**src/rtl/conv_cluster.sv**
```systemverilog
// Row-serial 5x5 convolution: one kernel row per beat, three-stage pipeline.
// Define CONV_CLUSTER_SAT_EN to clamp the result to 0..255 instead of wrapping.
module conv_cluster #(
  parameter int KERNEL_SIZE = 5,
  parameter int SHIFT       = 0
) (
  input  logic                       i_clk,
  input  logic                       i_rst_n,
  input  logic [7:0]                 i_pixel_0,
  input  logic [7:0]                 i_pixel_1,
  input  logic [7:0]                 i_pixel_2,
  input  logic [7:0]                 i_pixel_3,
  input  logic [7:0]                 i_pixel_4,
  input  logic                       i_valid,
  input  logic                       i_clear,
  input  logic                       i_kload,
  input  logic [2:0]                 i_krow,
  input  logic [8*KERNEL_SIZE-1:0]   i_kcoef,
  output logic [7:0]                 o_res,
  output logic                       o_valid,
  output logic                       o_busy
);

  localparam int K = KERNEL_SIZE;
  localparam logic [2:0] RC_LAST = 3'(K - 1);

  logic        [7:0]  pix    [K];
  logic signed [7:0]  coef   [K][K];
  logic signed [16:0] prod_d [K];
  logic signed [16:0] prod   [K];
  logic        [2:0]  rc;
  logic               beat;
  logic               s1_valid;
  logic               s1_first;
  logic               s1_last;
  logic signed [19:0] row_sum;
  logic signed [21:0] acc;
  logic signed [21:0] acc_d;
  logic               s2_valid;
  logic               s2_last;
  logic        [7:0]  res_d;

  assign pix[0] = i_pixel_0;
  assign pix[1] = i_pixel_1;
  assign pix[2] = i_pixel_2;
  assign pix[3] = i_pixel_3;
  assign pix[4] = i_pixel_4;

  // clear wins over a coincident beat
  assign beat   = i_valid & ~i_clear;
  assign o_busy = (rc != 3'd0);

  always_ff @(posedge i_clk or negedge i_rst_n) begin
    if (!i_rst_n) begin
      for (int r = 0; r < K; r++)
        for (int t = 0; t < K; t++)
          coef[r][t] <= '0;
    end else if (i_kload && (i_krow < 3'(K))) begin
      for (int t = 0; t < K; t++)
        coef[i_krow][t] <= i_kcoef[8*t +: 8];
    end
  end

  always_ff @(posedge i_clk or negedge i_rst_n) begin
    if (!i_rst_n)
      rc <= '0;
    else if (i_clear)
      rc <= '0;
    else if (i_valid)
      rc <= (rc == RC_LAST) ? 3'd0 : rc + 3'd1;
  end

  always_comb begin
    for (int t = 0; t < K; t++)
      prod_d[t] = signed'({9'b0, pix[t]}) * 17'(coef[rc][t]);
  end

  always_ff @(posedge i_clk or negedge i_rst_n) begin
    if (!i_rst_n) begin
      s1_valid <= 1'b0;
      s1_first <= 1'b0;
      s1_last  <= 1'b0;
      for (int t = 0; t < K; t++)
        prod[t] <= '0;
    end else begin
      s1_valid <= beat;
      if (beat) begin
        s1_first <= (rc == 3'd0);
        s1_last  <= (rc == RC_LAST);
        for (int t = 0; t < K; t++)
          prod[t] <= prod_d[t];
      end
    end
  end

  always_comb begin
    row_sum = '0;
    for (int t = 0; t < K; t++)
      row_sum = row_sum + 20'(prod[t]);
    acc_d = (s1_first ? 22'sd0 : acc) + 22'(row_sum);
  end

  always_ff @(posedge i_clk or negedge i_rst_n) begin
    if (!i_rst_n) begin
      s2_valid <= 1'b0;
      s2_last  <= 1'b0;
      acc      <= '0;
    end else begin
      s2_valid <= s1_valid & ~i_clear;
      s2_last  <= s1_last;
      if (s1_valid)
        acc <= acc_d;
    end
  end

`ifdef CONV_CLUSTER_SAT_EN
  logic signed [21:0] shifted;
  always_comb begin
    shifted = acc >>> SHIFT;
    if (shifted < 22'sd0)
      res_d = 8'h00;
    else if (shifted > 22'sd255)
      res_d = 8'hFF;
    else
      res_d = shifted[7:0];
  end
`else
  always_comb begin
    res_d = 8'(acc >>> SHIFT);
  end
`endif

  always_ff @(posedge i_clk or negedge i_rst_n) begin
    if (!i_rst_n) begin
      o_valid <= 1'b0;
      o_res   <= '0;
    end else begin
      o_valid <= s2_valid & s2_last;
      if (s2_valid & s2_last)
        o_res <= res_d;
    end
  end

endmodule

```
**config.mk**
```make
export PLATFORM = sky130hd
export DESIGN_NAME = conv_cluster
export DESIGN_NICKNAME = d
export VERILOG_FILES = /design/src/rtl/conv_cluster.sv
export SDC_FILE = /design/constraint.sdc
export NUM_CORES = 1
export LEC_CHECK = 0
export BUFFER_PORTS_ARGS = -buffer_cell sky130_fd_sc_hd__buf_4
export CAP_MARGIN = 40
export CORE_MARGIN = 2
export CORE_UTILIZATION = 30
export CTS_BUF_LIST = sky130_fd_sc_hd__clkbuf_4
export CTS_CLUSTER_SIZE = 25
export DETAILED_ROUTE_END_ITERATION = 7
export PLACE_DENSITY_LB_ADDON = 0.1
export RECOVER_POWER = 50
export SKIP_LAST_GASP = 1
export SYNTH_ARGS = -nofsm -noshare
export SYNTH_HDL_FRONTEND = slang
export SYNTH_SLANG_ARGS = --single-unit
```
**constraint.sdc**
```tcl
create_clock -name i_clk -period 10.8 [get_ports i_clk]
set_input_delay 2.16 -clock i_clk [delete_from_list [all_inputs] [get_ports i_clk]]
set_output_delay 2.16 -clock i_clk [all_outputs]
set_load 0.01 [all_outputs]
```
==> impl_metrics.toml <==
[outcome]
status = "complete, but fails checks"
violations = "max-capacitance violations, max-slew violations"

[clocking]
cts-resized-gates = 0
cts_root_buffer = "clkbuf_4"
cts_post_setup_buffers_inserted = 0
cts_sinks = 265
htreeDepth = 3
cts_buffers = 79
holdBufCountCts = 0
clk_pin_slew_worst_paths_ns = 0.07
clock_path_buffers = 3
cts_tree = "built"
clkLatencyLatePin_ns = 0.80

[global_routing]
use_met3_pct = 3.39
grt_pass1_wl_um = 72000
grt_pass1_vias = 12019
grt_util_met2_pct = 25.7
grt_busiest_layer = "met2"
grt_overflow = 0
grt_max_degree = 106
grtUsageMet1_pct = 21.9
antenna_found_initial = 3
grt_usage_pct = 16.0

[floorplanning]
die_w_um = 243
row_count = 87
io_pins = 98
dieArea_um2 = 58900
die_height_um = 243
core_um2 = 56400
initial_core_util_pct = 30.3

[yosys]
synth_area_leaders = "dfrtp_1, mux2_2, fa_1, ha_1, inv_1"
synthSimpleGateAreaFrac_pct = 8.73
ys_types = 54
synth_mux_area_share_pct = 19.0
ys_ff_latch = 265
ys_seq_area_share_pct = 38.8
synth_flop_cell = "dfrtp_1"
synth_edf_count = 0
syn_nets = 1742
yosys_warnings = 0
synth_xor_area_share_pct = 5.17
synthArstFlopShare_pct = 100
syn_area_um2 = 17100
synth_top_area_share_pct = 38.8
synth_cells = 1464
synth.avg_cell_area_um2 = 11.7
yosysTopAreaCell = "dfrtp_1"
synthAdderAreaFrac_pct = 17.7
synth_compound_area_share_pct = 5.21
synth_top_family_by_area = "multiplexers"

[setup_path]
rr_worst_depth = 17
cp-start-kind = "flip-flop"
crit_slowest_cell = "clkbuf_1"
worstPathMaxFanout = 42
endpoint_kind = "flip-flop"
required_ns = 11.51
max_stage_delay_ns = 2.19
crit_arrival_ns = 8.62
crit_chain = "clkbuf_1 -> inv_1 -> a31oi_1 -> o22ai_1 -> and2_1 -> ha_1 -> fa_1 -> fa_1 -> inv_1 -> fa_1 -> inv_1 -> ha_1 -> a21oi_1 -> xnor2_1 -> xnor3_1 -> xnor3_1 -> o21ai_1"
critical_path_class = "flip-flop to flip-flop"

[routing]
drt-vias-per-instance = 4.56
drtPass1Iterations = 5
routed_wirelength_um = 45500
drc = 0
vias = 11019
drtIter0Drc = 393
routedWlPerCell_um = 18.8
drtAntennaViolNets = 0

[min_path]
whs_path_depth = 0
hold_class = "flip-flop to flip-flop"

[power]
p_switching_mw = 1.88
internal-power_mw = 3.06
vdd_drop_max_mv = 0.249
p_leak_nw = 9.06
pwr-share-clk_pct = 19.5
switching_share_pct = 38.0
combPwrFrac_pct = 52.4
cellPowerDensity_nw_per_um2 = 252
p_seq_share_pct = 28.1

[finish]
drive_above_1_share_pct = 28.6
syn_to_final_growth_pct = 14.8
final_common_cell = "dfrtp_1"
fill_cells = 5810
layout_common_cells = "dfrtp_1, mux2_2, inv_1, nand2_1, clkbuf_4"
layout.nets = 1884
multi_input_area_um2 = 9570
seq_area_um2 = 6640

[sta]
fmax_ghz = 0.126
slew_viol_final = 278
whs_ns = 0.396
fin_worst_skew_ns = 0.0359
finalHoldViolCount = 0
rsz0062_at_grt = "false"
timing.final.crit_share_pct = 73.3
period_needed_ns = 7.91
finalSetupTns_ns = 0
worstMarginPinSlew_ns = 3.12
relSlewSlack_pct = -108
setup_viol = 0

[placed_design]
port_buffers = 97
gp_congestion = 0.764
dpl.hpwl_um = 32200

[flow_run]
drv_cap = 6
## metrics by stage
step | instances | instance area (µm²) | total power, mW | worst slack [ns] | util, %
finish | 2419 | 19600 | 4.94 | 2.89 | 34.8
global route | 2417 | 19600 | 5.49 | 2.35 | 34.8
CTS | 2413 | 19700 | 5.09 | 4.53 | 34.9
detailed placement | 2281 | 18700 | 4.07 | 4.58 | 33.1
global placement | 2279 | 18600 | 4.05 | 4.60 | 33.1
floorplan | 1464 | 17100 | 3.40 | 5.17 | -
## sequential cells by signal, indices dropped and copies added (netlist names)
signal,flops
acc,8
coef,200
o_res,8
o_valid,1
prod,40
rc,3
s1_first,1
s1_last,1
s1_valid,1
s2_last,1
s2_valid,1
## path summary, 6_finish.rpt
kind / start / end / slack, ns
max reg2reg: rc[1] / prod[58] / 2.89
min in group asynchronous: i_rst_n / o_res[0] / 1.44
max: rc[1] / prod[58] / 2.89
min reg2reg: s1_last / s2_last / 0.40
min: s1_last / s2_last / 0.40
max in group asynchronous: i_rst_n / coef[61] / 5.92
## critical path, delay by kind of cell, from the launching register on
family / cells / cell delay, ns
XOR/XNOR: 3 / 0.77
adder cells (fa/ha/maj): 5 / 2.10
AO/OA/AOI/OAI: 4 / 1.04
AND/OR/NAND/NOR: 1 / 0.28
flip-flops: 1 / 0.78
buffers and inverters: 4 / 2.84
## power by group through the flow
stage / sequential, mW / clock, mW / combinational (mW)
after CTS: 1.40 / 1.01 / 2.68
after global routing: 1.43 / 1.07 / 2.99
after floorplan: 1.35 / 0 / 2.05
after detailed placement: 1.41 / 0 / 2.65
final: 1.39 / 0.962 / 2.59
after global placement: 1.41 / 0 / 2.65
## cell type report
cell class	instances	area share, %
Antenna cell	6	0.0765
Sequential cell	265	33.8
Clock buffer	110	4.21
Clock inverter	22	0.778
Multi-Input combinational cell	975	48.7
Timing Repair Buffer	113	4.31
Inverter	172	3.29
Tap cell	756	4.82
## cell usage after synthesis (2+ instances only)
cell	n
a21boi_0	3
a21o_1	9
a21oi_1	20
a221oi_1	6
a22o_1	3
a22oi_1	12
a22oi_2	2
a31oi_1	2
and2_1	61
and2b_1	4
buf_1	6
buf_2	11
buf_4	2
buf_6	8
clkbuf_1	25
dfrtp_1	265
fa_1	87
ha_1	103
inv_1	171
mux2_2	233
mux2i_1	38
mux4_1	6
mux4_2	4
nand2_1	111
nand2b_1	13
nand3_1	5
nand3b_1	3
nor2_1	25
nor2b_1	53
nor3_1	3
nor3b_1	5
o21a_1	3
o21ai_0	42
o21ai_1	2
o21bai_1	2
o221ai_1	2
o22a_1	2
o22ai_1	10
o2bb2ai_1	10
o32ai_1	2
xnor2_1	50
xnor3_1	14
xor2_1	15
## metal layers
metal	share of wire (%)	up-vias
li1	-	5236
met1	48	5535
met2	46	195
met3	4.4	53
met4	1.5	0
met5	0	-
## cells by family (layout without fill, tap and decap cells)
family | after synthesis | in the layout
other cells | 0 | 6
buf+inv | 224 | 417
simple gates | 289 | 289
mux | 281 | 281
compound gates | 136 | 136
fa+ha+maj | 190 | 190
flops | 265 | 265
xor+xnor | 79 | 79
(Power assumes the default switching activity.)
